File: src/rtl/counter_pkg.sv
// Shared constants and helpers for the parameterised up/down counter.
package counter_pkg;

   localparam bit WRAP = 1'b0;
   localparam bit SAT  = 1'b1;

   // Highest reachable count: MODULUS-1, or all ones when MODULUS is 0.
   function automatic logic [31:0] last_value(input int unsigned width,
                                              input int unsigned modulus);
      logic [63:0] full;
      full = (64'd1 << width) - 64'd1;
      if (modulus == 0)
         return full[31:0];
      return modulus - 1;
   endfunction

endpackage

File: src/rtl/counter_prescaler.sv
// Enable-qualified prescaler: tick marks the enabled cycle that completes
// PRESCALE enables. With PRESCALE=1 tick is constantly high.
module counter_prescaler #(
   parameter int unsigned PRESCALE = 1
) (
   input  logic clk,
   input  logic reset_n,
   input  logic clr,
   input  logic enable,
   output logic tick
);

   generate
      if (PRESCALE <= 1) begin : g_bypass
         logic unused_inputs;
         assign unused_inputs = &{1'b0, clk, reset_n, clr, enable};
         assign tick = 1'b1;
      end else begin : g_div
         localparam logic [15:0] PS_LAST = 16'(PRESCALE - 1);

         logic [15:0] cnt_reg;
         logic [15:0] cnt_next;

         always_comb begin
            cnt_next = cnt_reg;
            if (clr)
               cnt_next = '0;
            else if (enable)
               cnt_next = (cnt_reg == PS_LAST) ? 16'd0 : cnt_reg + 16'd1;
         end

         always_ff @(posedge clk or negedge reset_n) begin
            if (!reset_n)
               cnt_reg <= '0;
            else
               cnt_reg <= cnt_next;
         end

         assign tick = enable && (cnt_reg == PS_LAST);
      end
   endgenerate

endmodule

File: src/rtl/param_counter.sv
// Parameterised up/down counter with modulus, prescaler, wrap/saturate mode,
// terminal-count pulse and sticky boundary flag.
module param_counter
   import counter_pkg::*;
#(
   parameter int unsigned WIDTH    = 16,
   parameter int unsigned MODULUS  = 0,
   parameter int unsigned PRESCALE = 1,
   parameter int unsigned SATURATE = 0
) (
   input  logic             clk,
   input  logic             reset_n,
   input  logic             clear,
   input  logic             enable,
   input  logic             up,
   input  logic             load,
   input  logic [WIDTH-1:0] load_value,
   input  logic             ovf_clr,
   output logic [WIDTH-1:0] count,
   output logic             tc,
   output logic             ovf_sticky
);

   localparam logic [WIDTH-1:0] LAST     = WIDTH'(last_value(WIDTH, MODULUS));
   localparam bit               SAT_MODE = ((SATURATE != 0) ? SAT : WRAP) == SAT;
   localparam bit               MODULUS_BAD =
      (MODULUS == 1) || (64'(MODULUS) > (64'd1 << WIDTH));

   logic [WIDTH-1:0] count_reg;
   logic [WIDTH-1:0] count_next;
   logic             tc_reg;
   logic             tc_next;
   logic             ovf_reg;
   logic             ovf_next;
   logic             tick;
   logic             at_bound;

   counter_prescaler #(
      .PRESCALE (PRESCALE)
   ) u_prescaler (
      .clk     (clk),
      .reset_n (reset_n),
      .clr     (clear | load),
      .enable  (enable),
      .tick    (tick)
   );

   assign at_bound = up ? (count_reg == LAST) : (count_reg == '0);

   always_comb begin
      count_next = count_reg;
      tc_next    = 1'b0;
      ovf_next   = ovf_reg;
      if (ovf_clr)
         ovf_next = 1'b0;
      if (clear) begin
         count_next = '0;
      end else if (load) begin
         count_next = (load_value > LAST) ? LAST : load_value;
      end else if (enable && tick) begin
         if (at_bound) begin
            // A boundary attempt flags tc/ovf whether it wraps or holds.
            tc_next  = 1'b1;
            ovf_next = 1'b1;
            if (!SAT_MODE)
               count_next = up ? '0 : LAST;
         end else begin
            count_next = up ? count_reg + WIDTH'(1) : count_reg - WIDTH'(1);
         end
      end
   end

   always_ff @(posedge clk or negedge reset_n) begin
      if (!reset_n) begin
         count_reg <= '0;
         tc_reg    <= 1'b0;
         ovf_reg   <= 1'b0;
      end else begin
         count_reg <= count_next;
         tc_reg    <= tc_next;
         ovf_reg   <= ovf_next;
      end
   end

   assign count      = count_reg;
   assign tc         = tc_reg;
   assign ovf_sticky = ovf_reg;

   a_modulus_legal: assert property (@(posedge clk) !MODULUS_BAD);

endmodule
File: config.mk
export PLATFORM = sky130hd
export DESIGN_NAME = param_counter
export DESIGN_NICKNAME = d
export VERILOG_FILES = /design/src/rtl/counter_pkg.sv /design/src/rtl/counter_prescaler.sv /design/src/rtl/param_counter.sv
export SDC_FILE = /design/constraint.sdc
export NUM_CORES = 1
export LEC_CHECK = 0
export ABC_CLOCK_PERIOD_IN_PS = 2400
export BUFFER_PORTS_ARGS = -buffer_cell sky130_fd_sc_hd__buf_4
export CAP_MARGIN = 20
export CORE_UTILIZATION = 56
export CTS_BUF_LIST = sky130_fd_sc_hd__clkbuf_4
export CTS_CLUSTER_DIAMETER = 200
export DETAILED_ROUTE_END_ITERATION = 10
export GPL_TIMING_DRIVEN = 0
export PLACE_DENSITY = 0.83
export RECOVER_POWER = 100
export SLEW_MARGIN = 25
export SYNTH_ARGS = -nofsm -noshare
export SYNTH_HDL_FRONTEND = slang
export SYNTH_SLANG_ARGS = --single-unit
File: constraint.sdc
create_clock -name clk -period 2.4 [get_ports clk]
set_input_delay 0.12 -clock clk [delete_from_list [all_inputs] [get_ports clk]]
set_output_delay 0.12 -clock clk [all_outputs]
set_load 0.1 [all_outputs]
==> reports/metrics.cfg, run 1 <==
[status]
status = finished with violations
failed_checks = DRC

[layout]
largest_reg_flops = 16
drive_gt1_share_pct = 18.1
area_growth_pct = 19.6
nNetsFinal = 298
diodes = 0
finalInstanceArea_sq_um = 2070
fill_cells = 264

[cts]
clock_sinks = 18
cts_tree = yes
clockRootBuffer = clkbuf_4
clock_latency_ps = 310
cts_max_level = 1
tritoncts.num_buffers = 3
clk_pin_slew_worst_paths_ps = 110
cts_buffer_depth = 2

[floorplan]
row_count = 19
io_pins = 41
fp.dieH_microns = 57.7
start_util_pct = 60.8
die_w_microns = 57.7
core_sq_um = 2850
die_area_sq_um = 3320

[timing]
skew_ps = 3.59
rsz0062_at_grt = no
period_minus_slack_ps = 2350
final_hold_viol_count = 0
setup_viol = 0
timing.final.ws_setup_ps = 53.0
post-route-period-util_pct = 97.8
max_slew_margin_pct = 22.6
worst_pin_slew_ps = 1170
final.setup.tns_ps = 0
max_freq_mhz = 426
final_max_slew_viol_count = 0

[yosys]
yosysSeqAreaShare_pct = 26.0
synth_ff_type = dfrtp_1
yosysTopAreaCellShare_pct = 26.0
synth_nets = 250
synth_cells = 212
synth-seq-cells = 18
synth-async-reset-ratio_pct = 100
syn-cell-area_sq_um = 1730
avgSynthCellArea_sq_um = 8.18
synth_area_leaders = dfrtp_1, ha_1, a21oi_1
yosysUniqueCellTypes = 43
synth_top_area_cell = dfrtp_1
ys_warn_count = 0
synth_edf_count = 0

[routing]
routedWlPerCell_microns = 16.9
totalWireLength_microns = 4900
ant_nets = 0
vias_per_cell = 6.39
vias = 1854
drtIter0Drc = 149
drc_errors = 3
drtPass1Iterations = 8

[place]
dp_slack_ps = -313
port-buffer-count = 39
gp_congestion = 0.877
placed_area_sq_um = 2080
dp_hpwl_microns = 3610

[setup_path]
critPathBufInv = 1
slowest_stage = dfrtp_2
worstPathCellList = ha_2 > and3_1 > a221oi_4 > buf_4 > o21ai_1 > a31oi_1 > or3b_2 > nand3_1
worst_setup_path_end_kind = flop
cp.required_ps = 2650
worstPathArrival_ps = 2600
worstSetupPathType = reg2reg
critPathTopFamily = simple AND/OR/NAND/NOR gates
worstPathMaxFanout = 5
slowest_delay_ps = 480
start_kind = flop

[global_route]
grt.overflow.total = 0
grt_start_max_net_pins = 19
grt_pass1_wl_microns = 7850
grt_pass1_vias = 1630
grt_util_all_layers_pct = 31.1
antenna_found_initial = 0

[power_and_ir_drop]
p_leak_nw = 0.887
finalPower_mw = 1.14
power_density_nw_per_um2 = 549
max-vdd-ir-drop_mv = 0.412

[job]
max_cap_viol_count = 0

[min_path]
hold_path_class = in2reg

-- what timing repair did --
action / in CTS / in global routing
endpoints found under the setup margin: 1 / 4
hold buffers: 1 / 0
hold endpoints to repair: 18 / 0
resized for setup: 1 / 3
pin swaps: 2 / 1
setup buffers: 2 / 1
-- cell families (layout without fill, tap and decap cells) --
logic type,after synthesis,count (layout),share of synthesized area [%]
AND/OR/NAND/NOR,74,74,24.0
AO/OA/AOI/OAI,73,73,27.5
flip-flops,18,18,26.0
buffers and inverters,18,65,4.11
adder cells (fa/ha/maj),15,15,11.3
XOR/XNOR,13,13,6.57
multiplexers,1,1,0.577
-- synth_stat cells (all sizes together), types with 3 or more instances --
master  number
o21ai       18
buf          3
clkbuf       5
ha          14
nand2       18
a221oi      10
dfrtp       18
xor2         6
and3         4
nor3         4
inv          9
nor4         5
a21oi       30
nand4        6
a21o         3
xnor2        7
nor3b        5
or3          3
nand3        6
nor2        16
-- report_power, final --
part | total [mW] | switching (mW) | internal, mW
logic | 0.598 | 0.416 | 0.183
clock network | 0.165 | 0.104 | 0.0609
registers | 0.374 | 0.0444 | 0.330
total | 1.14 | 0.565 | 0.573
-- routing by layer --
layer  track usage [%]  up-vias  routed length (microns)
met1              42.0      861                     2130
met4              6.46        0                       85
met3              5.58       14                      374
li1                  -      887                        -
met5                 0        -                        0
met2              52.7       92                     2310
-- cell usage in the layout, fill, tap and decap left out, drive strengths merged, types with 8 or more instances in the layout --
| cell type | instances |
|---|---|
| ha | 14 |
| dfrtp | 18 |
| buf | 24 |
| o21ai | 18 |
| a21oi | 30 |
| inv | 8 |
| nor2 | 16 |
| nand2 | 18 |
| a221oi | 10 |
| clkbuf | 29 |
-- stage by stage --
stage / hold slack [ps] / util [%] / instances
after global routing: 77.8 / 72.7 / 290
after detailed placement: 1.84 / 72.9 / 282
final: 54.5 / 72.7 / 290
after global placement: -1.24 / 72.9 / 282
after CTS: 58.5 / 75.0 / 289
after floorplan: -176 / - / 212
-- path summary, 6_finish.rpt --
check,startpoint,cells after the start,endpoint,slack [ps]
setup / recovery,count[5],8,count[14],50
hold / removal,load_value[0],3,count[0],50
setup reg to reg,count[5],8,count[14],50
hold reg to reg,ovf_sticky,1,ovf_sticky,500
max in group asynchronous,reset_n,2,count[6],1280
min in group asynchronous,reset_n,2,ovf_sticky,480
-- area by class of cell --
class | instances | area (sq um) | share of cell area [%]
Multi-Input combinational cell | 176 | 1220 | 59.1
Sequential cell | 18 | 462 | 22.3
Timing Repair Buffer | 43 | 246 | 11.9
Inverter | 10 | 41.3 | 1.99
Tap cell | 31 | 38.8 | 1.87
Buffer | 8 | 33.8 | 1.63
Clock buffer | 3 | 22.5 | 1.09
Clock inverter | 1 | 3.75 | 0.181
-- tightest hold or removal path, delay by kind of cell --
kind                   cells  cell delay, ps
AO/OA/AOI/OAI              1              50
AND/OR/NAND/NOR            1              80
buffers and inverters      1              70
No activity file was read; power rests on OpenSTA's default activity.
==> run 2, diff against run 1 <==
ABC_CLOCK_PERIOD_IN_PS = 2430   (was 2400)
clock period = 2.43 ns   (was 2.4 ns; I/O delays follow)
==> run 2 against run 1 <==
Effect of this change: the flow still finishes with violations (DRC); combinational power decreased by 2%; core utilization increased by 0.13 points; setup slack improved by 65 ps; first-iteration DRC count increased by 11%.
==> reports/metrics.cfg, run 2 (synthesized netlist as in run 1, its figures left out) <==
[status]
status = finished with violations
failed_checks = DRC

[layout]
nNetsFinal = 298  ; unchanged
layout_commonest_cell = a21oi_1
finalInstanceArea_sq_um = 2080  ; +0.18%
fill_cells = 266  ; +0.76%
diodes = 0  ; unchanged
drive_gt1_share_pct = 18.1  ; unchanged
seqCellArea_sq_um = 460  ; -0.27%
area_growth_pct = 19.8
largest_reg_flops = 16  ; unchanged
mostFrequentLayoutCells = a21oi_1, clkbuf_1, buf_4
multi_input_comb_area_sq_um = 1230  ; +0.10%

[setup_path]
start_kind = flop
worstSetupPathType = reg2reg
worstPathMaxFanout = 5  ; unchanged
reg2reg_slack_ps = 120  ; +60 ps
reg2reg_to = count[14]
worst_setup_path_end_kind = flop
worstPathArrival_ps = 2550  ; -50 ps
cp.required_ps = 2670  ; +20 ps
r2r-start = count[5]
r2r_cells = 7  ; -1

[timing]
skew_ps = 13.2  ; +9.59 ps
max_slew_margin_pct = 21.8  ; -0.85 points
final.setup.tns_ps = 0  ; unchanged
final_max_slew_viol_count = 0  ; unchanged
period_minus_slack_ps = 2310  ; -34.9 ps
setup_viol = 0  ; unchanged
worst_pin_slew_ps = 1180  ; +12.8 ps
max_freq_mhz = 433  ; +1.5%
final_hold_viol_count = 0  ; unchanged
post-route-period-util_pct = 95.1  ; -2.6 points
rsz0062_at_grt = no

[floorplan]
fp.dieH_microns = 57.7  ; unchanged
core_sq_um = 2850  ; unchanged
io_pins = 41  ; unchanged
die_w_microns = 57.7  ; unchanged
row_count = 19  ; unchanged
start_util_pct = 60.8  ; unchanged
die_area_sq_um = 3320  ; unchanged

[job]
max_cap_viol_count = 0  ; unchanged

[cts]
clock_latency_ps = 300  ; about the same
cts_tree = yes
clockRootBuffer = clkbuf_4
clk_pin_slew_worst_paths_ps = 120  ; about the same
clock_sinks = 18  ; unchanged
tritoncts.num_buffers = 3  ; unchanged
cts_buffer_depth = 2  ; unchanged
cts_max_level = 1  ; unchanged

[min_path]
min_from = load_value[0]
hold_path_class = in2reg
min_to = count[0]
hold_depth = 3  ; unchanged

[routing]
vias = 1855  ; +0.054%
drc_errors = 4  ; +1
drtIter0Drc = 165  ; +11%
ant_nets = 0  ; unchanged
routedWlPerCell_microns = 16.6  ; -1.7%
totalWireLength_microns = 4820  ; -1.7%
drtPass1Iterations = 7  ; -1
vias_per_cell = 6.40  ; about the same

[global_route]
grt_pass1_wl_microns = 7510  ; -4.2%
grt_start_max_net_pins = 19  ; unchanged
grt_pass1_vias = 1529  ; -6.2%
grt_util_all_layers_pct = 29.9  ; -1.2 points
grt.overflow.total = 0  ; unchanged
antenna_found_initial = 0  ; unchanged

[place]
dp_hpwl_microns = 3600  ; -0.27%
gp_congestion = 0.899  ; +2.5%
placed_area_sq_um = 2080  ; about the same
port-buffer-count = 39  ; unchanged

[power_and_ir_drop]
finalPower_mw = 1.12  ; -1.7%
power_density_nw_per_um2 = 539  ; -1.9%
max-vdd-ir-drop_mv = 0.467  ; +13%
p_leak_nw = 0.896  ; +1.1%

==> run 2: final cells by class <==
type	instances	area share [%]
repair buffers	43	12.0
clock buffers	3	1.08
plain buffers	8	1.63
inverters	10	1.99
multi-input cells	176	59.0
flip-flops and latches	18	22.2
clock inverters	1	0.181
well taps	31	1.87
==> run 2: how the worst max path moves through the flow <==
stage / from / end / slack [ps] / cells after the start
2_1_floorplan: count[0] / count[12] / 10 / 7
3_3_place_gp: up / count[12] / -210 / 9
3_5_place_dp: up / count[12] / -230 / 9
4_1_cts: count[0] / count[12] / 30 / 7
5_1_grt: count[1] / count[15] / 2 / 7
6_report: count[5] / count[14] / 120 / 7
==> run 2: through the flow <==
step	hold slack (ps)	std cells	worst slack, ps	utilization, %
floorplan	-174	212	14.4	-
global placement	3.13	282	-213	72.8
detailed placement	4.09	282	-225	72.8
CTS	49.0	287	30.4	74.5
global route	55.5	290	1.61	72.8
finish	45.6	290	118	72.8
==> run 2: critical path, cell delays in order, from the launching register on <==
cell and delay [ps]:
dfrtp_2 470, ha_1 420, and3_1 230, a221oi_4 90
o21ai_0 340, a31oi_1 160, or3b_2 460, nand3_1 70
==> run 2: what timing repair did <==
item | CTS | global route
hold buffers | 1 | 0
pin swaps | 0 | 2
setup endpoints to repair | 1 | 1
endpoints found under the hold margin | 18 | 0
buffers inserted | 0 | 3
resized for setup | 1 | 2
==> run 2: routing by layer <==
layer | GRT usage (%) | vias to the layer above | part of all wire (%)
met2 | 50.2 | 80 | 49
met5 | 0 | - | 0
met1 | 41.4 | 876 | 44
met4 | 6.46 | 0 | 0.87
met3 | 4.24 | 6 | 6.7
li1 | - | 893 | -
==> run 2: power by group <==
part	internal, mW	switching (mW)
combinational	0.181	0.409
sequential	0.326	0.0432
clock	0.0599	0.101
==> run 3, diff against run 2 <==
--- a/config.mk
+++ b/config.mk
@@ -10,3 +10,5 @@
 export CAP_MARGIN = 20
-export CORE_UTILIZATION = 56
+export CELL_PAD_IN_SITES_DETAIL_PLACEMENT = 1
+export CELL_PAD_IN_SITES_GLOBAL_PLACEMENT = 2
+export CORE_UTILIZATION = 32
 export CTS_BUF_LIST = sky130_fd_sc_hd__clkbuf_4
@@ -15,3 +17,3 @@
 export GPL_TIMING_DRIVEN = 0
-export PLACE_DENSITY = 0.83
+export PLACE_DENSITY_LB_ADDON = 0.15
 export RECOVER_POWER = 100
--- a/constraint.sdc
+++ b/constraint.sdc
@@ -3,2 +3,2 @@
 set_output_delay 0.1215 -clock clk [all_outputs]
-set_load 0.1 [all_outputs]
+set_load 0.02 [all_outputs]
==> run 3 against run 2 <==
Effect of this change: the run now ends clean; power shrank 12%; die area grew 72%; sequential power is essentially flat; setup slack gained 15 ps; global-route usage shrank 7.9 points; flip-flop and latch count is the same; sequential share of layout area shrank 0.92 points; via count shrank 1.9%; combinational power shrank 24%; wire length grew 20%; worst hold slack gained 2.7 ps; critical endpoint is now count[12]; largest cell class unchanged; largest power group unchanged.
==> reports/metrics.cfg, run 3 (synthesized netlist as in run 1, its figures left out) <==
[status]
status = complete, no violations

[setup_path]
worstPathArrival_ps = 2470  ; -80 ps
start_kind = flop
cp.required_ps = 2600  ; -70 ps
slowest_delay_ps = 490  ; +20 ps
reg2reg_slack_ps = 130  ; +20 ps
r2r-start = count[5]
worstSetupPathType = reg2reg
worst_setup_path_end_kind = flop
r2r_cells = 7  ; unchanged
reg2reg_to = count[12]
slowest_stage = dfrtp_1
worstPathMaxFanout = 5  ; unchanged
worstPathCellList = ha_2 > and3_1 > a221oi_4 > nor3b_2 > a2111oi_4 > xor2_1 > a21oi_1

[place]
gp_congestion = 0.794  ; -12%
dp_hpwl_microns = 4440  ; +23%
placed_area_sq_um = 2110  ; +1.8%
dpl.cell_count = 321  ; +14%
port-buffer-count = 39  ; unchanged

[global_route]
grt_start_max_net_pins = 19  ; unchanged
grt.overflow.total = 0  ; unchanged
grt_pass1_vias = 1728  ; +13%
antenna_found_initial = 0  ; unchanged
grt_pass1_wl_microns = 9160  ; +22%
grt_util_all_layers_pct = 22.0  ; -7.9 points

[min_path]
min_from = load_value[0]
min_to = count[0]
hold_depth = 3  ; unchanged
hold_path_class = in2reg

[routing]
vias_per_cell = 5.55  ; -13%
totalWireLength_microns = 5790  ; +20%
ant_nets = 0  ; unchanged
drtPass1Iterations = 4  ; -3
routedWlPerCell_microns = 17.7  ; +6.2%
drtIter0Drc = 76  ; -54%
vias = 1820  ; -1.9%
drc_errors = 0  ; -4

[timing]
worst_pin_slew_ps = 1040  ; -142 ps
final.setup.tns_ps = 0  ; unchanged
period_minus_slack_ps = 2300  ; -15.4 ps
post-route-period-util_pct = 94.5  ; -0.63 points
max_slew_margin_pct = 30.9  ; +9.1 points
rsz0062_at_grt = no
final_max_slew_viol_count = 0  ; unchanged
max_freq_mhz = 435  ; +0.67%
skew_ps = 6.98  ; -6.20 ps
final_hold_viol_count = 0  ; unchanged
setup_viol = 0  ; unchanged

[power_and_ir_drop]
combPwrFrac_pct = 45.6  ; -7.1 points
switchingPower_mw = 0.415  ; -25%
finalPower_mw = 0.982  ; -12%
p_leak_nw = 0.905  ; +1.0%
p_int_mw = 0.567  ; +0.13%
power_density_nw_per_um2 = 462  ; -14%
switching_share_pct = 42.3  ; -7.1 points
power_frac_clock_pct = 16.7  ; +2.4 points
max-vdd-ir-drop_mv = 0.182  ; -61%
seqPwrFrac_pct = 37.7  ; +4.7 points

[cts]
clk_pin_slew_worst_paths_ps = 120  ; about the same
cts_max_level = 1  ; unchanged
cts_buffer_depth = 2  ; unchanged
clock_sinks = 18  ; unchanged
tritoncts.num_buffers = 3  ; unchanged
clock_latency_ps = 310  ; about the same
cts_tree = yes
clockRootBuffer = clkbuf_4

[floorplan]
io_pins = 41  ; unchanged
row_count = 26  ; +7
die_w_microns = 75.6  ; +31%
start_util_pct = 33.5  ; -27 points
fp.dieH_microns = 75.6  ; +31%
core_sq_um = 5170  ; +81%
die_area_sq_um = 5720  ; +72%

[layout]
diodes = 0  ; unchanged
area_growth_pct = 22.6
drive_gt1_share_pct = 17.1  ; -1.1 points
fin_cells = 328  ; +13%
nNetsFinal = 297  ; -0.34%
layout_commonest_cell = a21oi_1
fill_cells = 637  ; +140%
mostFrequentLayoutCells = a21oi_1, clkbuf_1, buf_4
final_util_pct = 41.1  ; -32 points
largest_reg_flops = 16  ; unchanged
finalInstanceArea_sq_um = 2130  ; +2.3%

[job]
max_cap_viol_count = 0  ; unchanged

## run 3: changes by cell type in the layout (fill, tap and decap cells not counted), moves of 2 or more
| cell | previous run | this run |
|---|---|---|
| buf_4 | 21 | 23 |
| clkbuf_1 | 25 | 23 |
| dfrtp_1 | 10 | 17 |
| dfrtp_2 | 8 | 1 |
| ha_1 | 14 | 12 |
| ha_2 | 0 | 2 |
## run 3: layout make-up
| cell class | count | area [sq um] | share of cell area [%] |
|---|---|---|---|
| multi-input combinational | 176 | 1230 | 58.1 |
| sequential | 18 | 452 | 21.2 |
| timing repair buffer | 42 | 250 | 11.8 |
| tap | 70 | 87.6 | 4.12 |
| inverter | 10 | 41.3 | 1.94 |
| buffer | 8 | 33.8 | 1.59 |
| clock buffer | 3 | 22.5 | 1.06 |
| clock inverter | 1 | 3.75 | 0.177 |
## run 3: critical path, delay by kind of cell (launching register included)
family          cells  cell delay (ps)
compound gates      3              720
fa+ha+maj           1              380
flops               1              490
xor+xnor            1              240
simple gates        2              340
## run 3: worst max path at each step
stage / from / endpoint / slack, ps / cells past startpoint
after detailed placement: up / count[12] / -270 / 9
after CTS: count[0] / count[12] / 20 / 7
after floorplan: count[0] / count[12] / 180 / 7
final: count[5] / count[12] / 130 / 7
after global placement: up / count[12] / -300 / 9
after global routing: count[1] / count[12] / 3 / 7
## run 3: through the flow
stage	setup WS (ps)	hold slack (ps)
2_1_floorplan	179	-174
3_3_place_gp	-296	5.35
3_5_place_dp	-270	7.61
4_1_cts	19.2	44.2
5_1_grt	2.74	44.9
6_report	133	48.3
## run 3: power groups by stage
stage / logic (mW) / registers [mW] / clock network [mW]
final: 0.448 / 0.371 / 0.164
after global routing: 0.501 / 0.376 / 0.188
after CTS: 0.462 / 0.373 / 0.169
after detailed placement: 0.452 / 0.378 / 0
after global placement: 0.448 / 0.378 / 0
after floorplan: 0.273 / 0.390 / 0
## run 3: timing repair
item,in CTS,in global routing
setup buffers,0,2
pin swaps,0,4
resized for setup,2,6
setup endpoints to repair,2,4
hold endpoints to repair,18,0
hold buffers,1,0
## run 3: per-layer routing
| metal | GRT usage [%] | up-vias | routed length [microns] |
|---|---|---|---|
| li1 | - | 886 | - |
| met1 | 30.5 | 899 | 2830 |
| met2 | 37.0 | 33 | 2790 |
| met3 | 3.70 | 2 | 167 |
| met4 | 2.47 | 0 | 10 |
| met5 | 0 | - | 0 |
